**src/rtl/mac_pkg.sv**
```systemverilog
// Shared definitions for the sequential multiply-accumulate core.
// Holds the controller state encoding, default widths, and the derived
// width of the shift-add step counter.
package mac_pkg;

    typedef enum logic [1:0] {
        StIdle = 2'd0,
        StMul  = 2'd1,
        StAcc  = 2'd2
    } mac_state_e;

    localparam int unsigned MAC_WIDTH = 4;
    localparam int unsigned MAC_ACC_W = 8;
    // The counter must be able to hold the value WIDTH itself.
    localparam int unsigned MAC_CNT_W = $clog2(MAC_WIDTH + 1);

endpackage

```
**src/rtl/mac_shift_mul.sv**
```systemverilog
// Shift-add multiplier datapath for mac_seq_core.
// Ports:
//   clk_i, rst_i  clock, synchronous active-high reset
//   load_i        capture a_i/b_i, clear the partial product and count
//   step_i        perform one shift-add step
//   a_i, b_i      unsigned operands
//   partial_o     running partial product (2*Width bits, cannot overflow)
//   done_o        the step taken this cycle is the last one
module mac_shift_mul
    import mac_pkg::*;
#(
    parameter int unsigned Width = MAC_WIDTH
) (
    input  logic               clk_i,
    input  logic               rst_i,
    input  logic               load_i,
    input  logic               step_i,
    input  logic [Width-1:0]   a_i,
    input  logic [Width-1:0]   b_i,
    output logic [2*Width-1:0] partial_o,
    output logic               done_o
);

    localparam int unsigned CntW = $clog2(Width + 1);

    logic [Width-1:0]   a_q, a_d;
    logic [Width-1:0]   b_q, b_d;
    logic [2*Width-1:0] partial_q, partial_d;
    logic [CntW-1:0]    cnt_q, cnt_d;
    logic [2*Width-1:0] a_ext;

    assign a_ext = {{Width{1'b0}}, a_q};

    always_comb begin
        a_d       = a_q;
        b_d       = b_q;
        partial_d = partial_q;
        cnt_d     = cnt_q;
        if (load_i) begin
            a_d       = a_i;
            b_d       = b_i;
            partial_d = '0;
            cnt_d     = '0;
        end else if (step_i) begin
            // b_q is shifted each step, so bit 0 always holds multiplier bit cnt_q.
            if (b_q[0]) begin
                partial_d = partial_q + (a_ext << cnt_q);
            end
            b_d   = b_q >> 1;
            cnt_d = cnt_q + 1'b1;
        end
    end

    always_ff @(posedge clk_i) begin
        if (rst_i) begin
            a_q       <= '0;
            b_q       <= '0;
            partial_q <= '0;
            cnt_q     <= '0;
        end else begin
            a_q       <= a_d;
            b_q       <= b_d;
            partial_q <= partial_d;
            cnt_q     <= cnt_d;
        end
    end

    assign partial_o = partial_q;
    // Flagged on the final step so the controller can leave MUL on that same edge.
    assign done_o    = step_i && (cnt_q == CntW'(Width - 1));

endmodule

```
**src/rtl/mac_seq_core.sv**
```systemverilog
// Sequential unsigned multiply-accumulate engine.
// Accepts an operand pair in IDLE, multiplies it over Width shift-add cycles,
// then adds the product into a wrapping accumulator with a sticky overflow.
// Ports:
//   clk_i, rst_i   clock, synchronous active-high reset
//   in_valid_i     operand pair valid; in_ready_o high only in IDLE
//   a_i, b_i       unsigned multiplicand / multiplier
//   acc_clr_i      clear accumulator and overflow (honoured only in IDLE)
//   out_valid_o    one-cycle pulse after each accumulator update
//   product_o      last completed product, held until the next completion
//   acc_o          running accumulator, modulo 2^AccW
//   overflow_o     sticky carry-out of the accumulator
module mac_seq_core
    import mac_pkg::*;
#(
    parameter int unsigned Width = MAC_WIDTH,
    parameter int unsigned AccW  = MAC_ACC_W
) (
    input  logic               clk_i,
    input  logic               rst_i,
    input  logic               in_valid_i,
    output logic               in_ready_o,
    input  logic [Width-1:0]   a_i,
    input  logic [Width-1:0]   b_i,
    input  logic               acc_clr_i,
    output logic               out_valid_o,
    output logic [2*Width-1:0] product_o,
    output logic [AccW-1:0]    acc_o,
    output logic               overflow_o
);

    mac_state_e         state_q;
    logic               out_valid_q;
    logic [2*Width-1:0] product_q;
    logic [AccW-1:0]    acc_q;
    logic               overflow_q;

    logic               load;
    logic               step;
    logic               mul_done;
    logic [2*Width-1:0] partial;
    logic [AccW:0]      sum;

    assign in_ready_o = (state_q == StIdle);
    assign load       = in_ready_o && in_valid_i;
    assign step       = (state_q == StMul);

    // Extra top bit captures the carry-out for the sticky overflow flag.
    assign sum = {1'b0, acc_q} + {{(AccW + 1 - 2 * Width){1'b0}}, partial};

    mac_shift_mul #(
        .Width (Width)
    ) u_shift_mul (
        .clk_i     (clk_i),
        .rst_i     (rst_i),
        .load_i    (load),
        .step_i    (step),
        .a_i       (a_i),
        .b_i       (b_i),
        .partial_o (partial),
        .done_o    (mul_done)
    );

    always_ff @(posedge clk_i) begin
        if (rst_i) begin
            state_q     <= StIdle;
            out_valid_q <= 1'b0;
            product_q   <= '0;
            acc_q       <= '0;
            overflow_q  <= 1'b0;
        end else begin
            out_valid_q <= 1'b0;
            unique case (state_q)
                StIdle: begin
                    // A clear together with an accept lets the new product land on zero.
                    if (acc_clr_i) begin
                        acc_q      <= '0;
                        overflow_q <= 1'b0;
                    end
                    if (in_valid_i) begin
                        state_q <= StMul;
                    end
                end
                StMul: begin
                    if (mul_done) begin
                        state_q <= StAcc;
                    end
                end
                StAcc: begin
                    product_q   <= partial;
                    acc_q       <= sum[AccW-1:0];
                    overflow_q  <= overflow_q | sum[AccW];
                    out_valid_q <= 1'b1;
                    state_q     <= StIdle;
                end
                default: begin
                    state_q <= StIdle;
                end
            endcase
        end
    end

    assign out_valid_o = out_valid_q;
    assign product_o   = product_q;
    assign acc_o       = acc_q;
    assign overflow_o  = overflow_q;

endmodule
```
**config.mk**
```make
export PLATFORM = sky130hd
export DESIGN_NAME = mac_seq_core
export DESIGN_NICKNAME = d
export VERILOG_FILES = /design/src/rtl/mac_pkg.sv /design/src/rtl/mac_shift_mul.sv /design/src/rtl/mac_seq_core.sv
export SDC_FILE = /design/constraint.sdc
export NUM_CORES = 1
export LEC_CHECK = 0
export CAP_MARGIN = 30
export CELL_PAD_IN_SITES_DETAIL_PLACEMENT = 0
export CELL_PAD_IN_SITES_GLOBAL_PLACEMENT = 1
export CORE_MARGIN = 2
export CORE_UTILIZATION = 40
export DETAILED_ROUTE_END_ITERATION = 8
export GPL_ROUTABILITY_DRIVEN = 0
export GPL_TIMING_DRIVEN = 0
export PLACE_DENSITY_LB_ADDON = 0.1
export SETUP_SLACK_MARGIN = 0.02
export SYNTH_ARGS = -nofsm -noshare
export SYNTH_HDL_FRONTEND = slang
export SYNTH_SLANG_ARGS = --single-unit
export TNS_END_PERCENT = 100
```
**constraint.sdc**
```tcl
create_clock -name clk_i -period 3.2 [get_ports clk_i]
set_input_delay 0.64 -clock clk_i [delete_from_list [all_inputs] [get_ports clk_i]]
set_output_delay 0.64 -clock clk_i [all_outputs]
set_load 0.05 [all_outputs]
```
==> implementation parameters <==
Parameter                              Value

Run status
  Outcome    finished, final reports clean

Setup path
  CP Launch Type    register
  Critical path start-end classification    reg2reg
  Worst path arrival time    2.63 ns
  Required time at the worst-slack endpoint    3.39 ns
  Biggest fanout along the worst timing path    7
  Setup crit end kind    register

Global route
  Total routing resource utilization after global routing    17.8%
  Antenna violations before repair    0
  Largest net degree at the start of global routing    14
  Number of global-route vias before repair    1,792
  Total overflow reported by the global router    0
  Global-route wire length before repair    8440 um

Floorplanning
  Die area    0.00604 mm^2
  Effective utilization at floorplan    42.0%
  Number of I/O pins    31
  Die Y-Extent    77.7 um
  Placement Rows    26
  Core ar.    0.00517 mm^2
  Width of the chip    77.7 um

Route
  Post-route DRC violation count    0
  Detail Route Antenna Nets    0
  Detailed-routing iteration count for the pre-antenna-repair pass    4
  Per-cell via count in the routed design    5.24
  Wirelength per Cell    13.7 um
  Total vias in the final route    1,928
  Initial drt markers    52
  Total length of routed wires    5050 um

Logic synthesis
  Top-count cell post-synth    nand2_1
  Synth Net Count    292
  Most instantiated flip-flop cell in the synthesis netlist    dfxtp_1
  Post-synthesis cell type count    50
  Synth async-reset ratio    0%
  Post-Syn Instances    261
  Top cells by area in the synthesized netlist    dfxtp_1 (36%), ha_1 (9.8%), nand2_1 (8.3%), a21oi_1 (7.4%), nor2_1 (3.6%)
  Mean area per synthesized cell    8.33 um^2
  Commonest cells post-synth    nand2_1 (48), dfxtp_1 (39), a21oi_1 (32)
  Share of the synthesized area in the top cell type    35.9%
  Ys Warns    0
  Cell accounting for the most synthesized area    dfxtp_1
  Synth Cell Area    0.00217 mm^2
  Post-synthesis register bit count    39
  Sequential-to-total area share from yosys stat    35.9%
  Post-synth EDFFs    0

Place
  Placed wire-length estimate    3900 um
  Cell count after placement    360
  Area of placed instances    0.00255 mm^2
  Number of buffers added on ports    29

CTS
  Later-pin clock latency in the skew report    0.29 ns
  Root Buffer Master    clkbuf_8
  Hold Buf Count CTS    0
  Depth of the CTS H-tree    2
  TritonCTS clock tree    done
  Post-cts gate resize count    0
  Num Clock Sinks    39
  Clock slew seen by the registers of the worst setup and hold paths    0.08 ns
  Post-CTS setup buffer count    0
  Clock buffer count from CTS    5
  Number of buffers on the longest clock path    2

STA
  Post-route fraction of the period consumed by the critical path    76.4%
  Count of final setup violators    0
  Fmax achieved    409 MHz
  Worst Tran Pin Value    0.530 ns
  Final critical delay including setup and external delays    2.44 ns
  Total Neg Setup Slack    0 ns
  Final count of pins violating max slew    0
  Final Hold Viols    0
  Rel. slew slack    64.7%
  Setup repair after global routing missed its margin    no
  Fin Clk Skew    0.00813 ns

Min path
  HP Class    reg2reg

Final layout
  Layout cells sized above 1    8.05%
  Diode count    0
  Number of cells in the finished layout apart from fillers    368
  Post-route core utilization    52.0%
  Total non-filler cell area in the finished layout    0.00269 mm^2
  Growth of design area from synthesis to finish    23.7%
  Total number of nets in the final design    328
  Fill cell total of the finished layout    494

Pwr
  Internal Pwr Total    849 uW
  PwrDens    409 mW/mm^2
  Clock network power share    45.2%
  Sequential cell fraction of total power    45.8%
  Switching pwr    252 uW
  Leakage power figure    1.07 nW
  Worst vdd rail ir drop    262 uV
  Switching part of the total power    22.9%
  Total power    1.10 mW
  Comb power frac    9.0%

Job
  Max-cap violations    0
[cell type report]
type	count	area, um^2	area share, %
Sequential cell	39	781	29.1
Clock inverter	3	67.6	2.51
Timing Repair Buffer	29	290	10.8
Multi-Input combinational cell	204	1310	48.8
Tap cell	70	87.6	3.26
Inverter	8	30.0	1.12
Buffer	10	51.3	1.91
Clock buffer	5	68.8	2.56
[metal layers]
metal  up-vias  global-route usage, %  routed length [um]
li1        999                      -                   -
met1       870                   23.6                2470
met2        52                   28.2                2220
met3         7                   4.42                 292
met4         0                   5.89                  66
met5         -                      0                   0
[placed cells by master, fill, tap and decap left out, types with 4 or more instances in the layout]
| cell type | instances |
|---|---|
| nand2_1 | 48 |
| dfxtp_1 | 39 |
| a21oi_1 | 32 |
| clkdlybuf4s50_1 | 29 |
| nor2_1 | 21 |
| ha_1 | 17 |
| inv_1 | 8 |
| o21ai_0 | 7 |
| xnor2_1 | 6 |
| a22oi_1 | 6 |
| mux2i_1 | 5 |
| a211oi_1 | 5 |
| buf_2 | 5 |
| clkbuf_8 | 5 |
| and3_1 | 4 |
| nand2b_1 | 4 |
| clkbuf_1 | 4 |
[stage by stage]
step | worst slack (ns) | hold slack (ns)
6_report | 0.757 | 0.458
5_1_grt | 0.631 | 0.477
4_1_cts | 0.765 | 0.459
3_5_place_dp | 0.807 | 0.447
3_3_place_gp | 0.816 | 0.443
2_1_floorplan | 0.978 | 0.436
[sequential cells by signal, indices dropped and copies added (netlist names)]
signal / cells
out_valid_o: 1
overflow_o: 1
u_shift_mul.a_q: 4
acc_o: 8
u_shift_mul.b_q: 4
product_o: 8
u_shift_mul.partial_o: 8
state_q: 2
u_shift_mul.cnt_q: 3
[worst max-delay path, stage by stage, from the launching register on]
cell     delay [ns]
dfxtp_1        0.36
buf_6          0.14
and2b_2        0.23
and3_1         0.18
ha_1           0.21
fa_1           0.41
a21o_1         0.18
a21oi_1        0.22
o21ai_0        0.18
mux2i_1        0.17
nand2_1        0.06
[final timing paths]
path                        startpoint                       end  slack, ns  depth (start not counted)
setup reg to reg  u_shift_mul.cnt_q[0]  u_shift_mul.partial_o[6]       0.76                         10
hold / removal      u_shift_mul.b_q[1]        u_shift_mul.b_q[1]       0.46                          2
setup / recovery  u_shift_mul.cnt_q[0]  u_shift_mul.partial_o[6]       0.76                         10
hold reg to reg     u_shift_mul.b_q[1]        u_shift_mul.b_q[1]       0.46                          2
[power groups by stage]
stage               sequential, mW  combinational [mW]  clock [mW]
floorplan                    0.513              0.0681           0
finish                       0.504              0.0989       0.497
CTS                          0.505              0.0999       0.509
detailed placement           0.516              0.0993           0
global placement             0.516              0.0989           0
global route                 0.506               0.110       0.531
[cells by family (layout without fill, tap and decap cells)]
kind of cell / Yosys count / after routing / share of synthesized area (%)
flops: 39 / 39 / 35.9
fa+ha+maj: 19 / 19 / 11.6
compound gates: 74 / 74 / 21.5
mux: 6 / 6 / 3.34
buf+inv: 18 / 55 / 3.74
xor+xnor: 7 / 7 / 2.82
simple gates: 98 / 98 / 21.0
No activity file was read; power rests on OpenSTA's default activity.
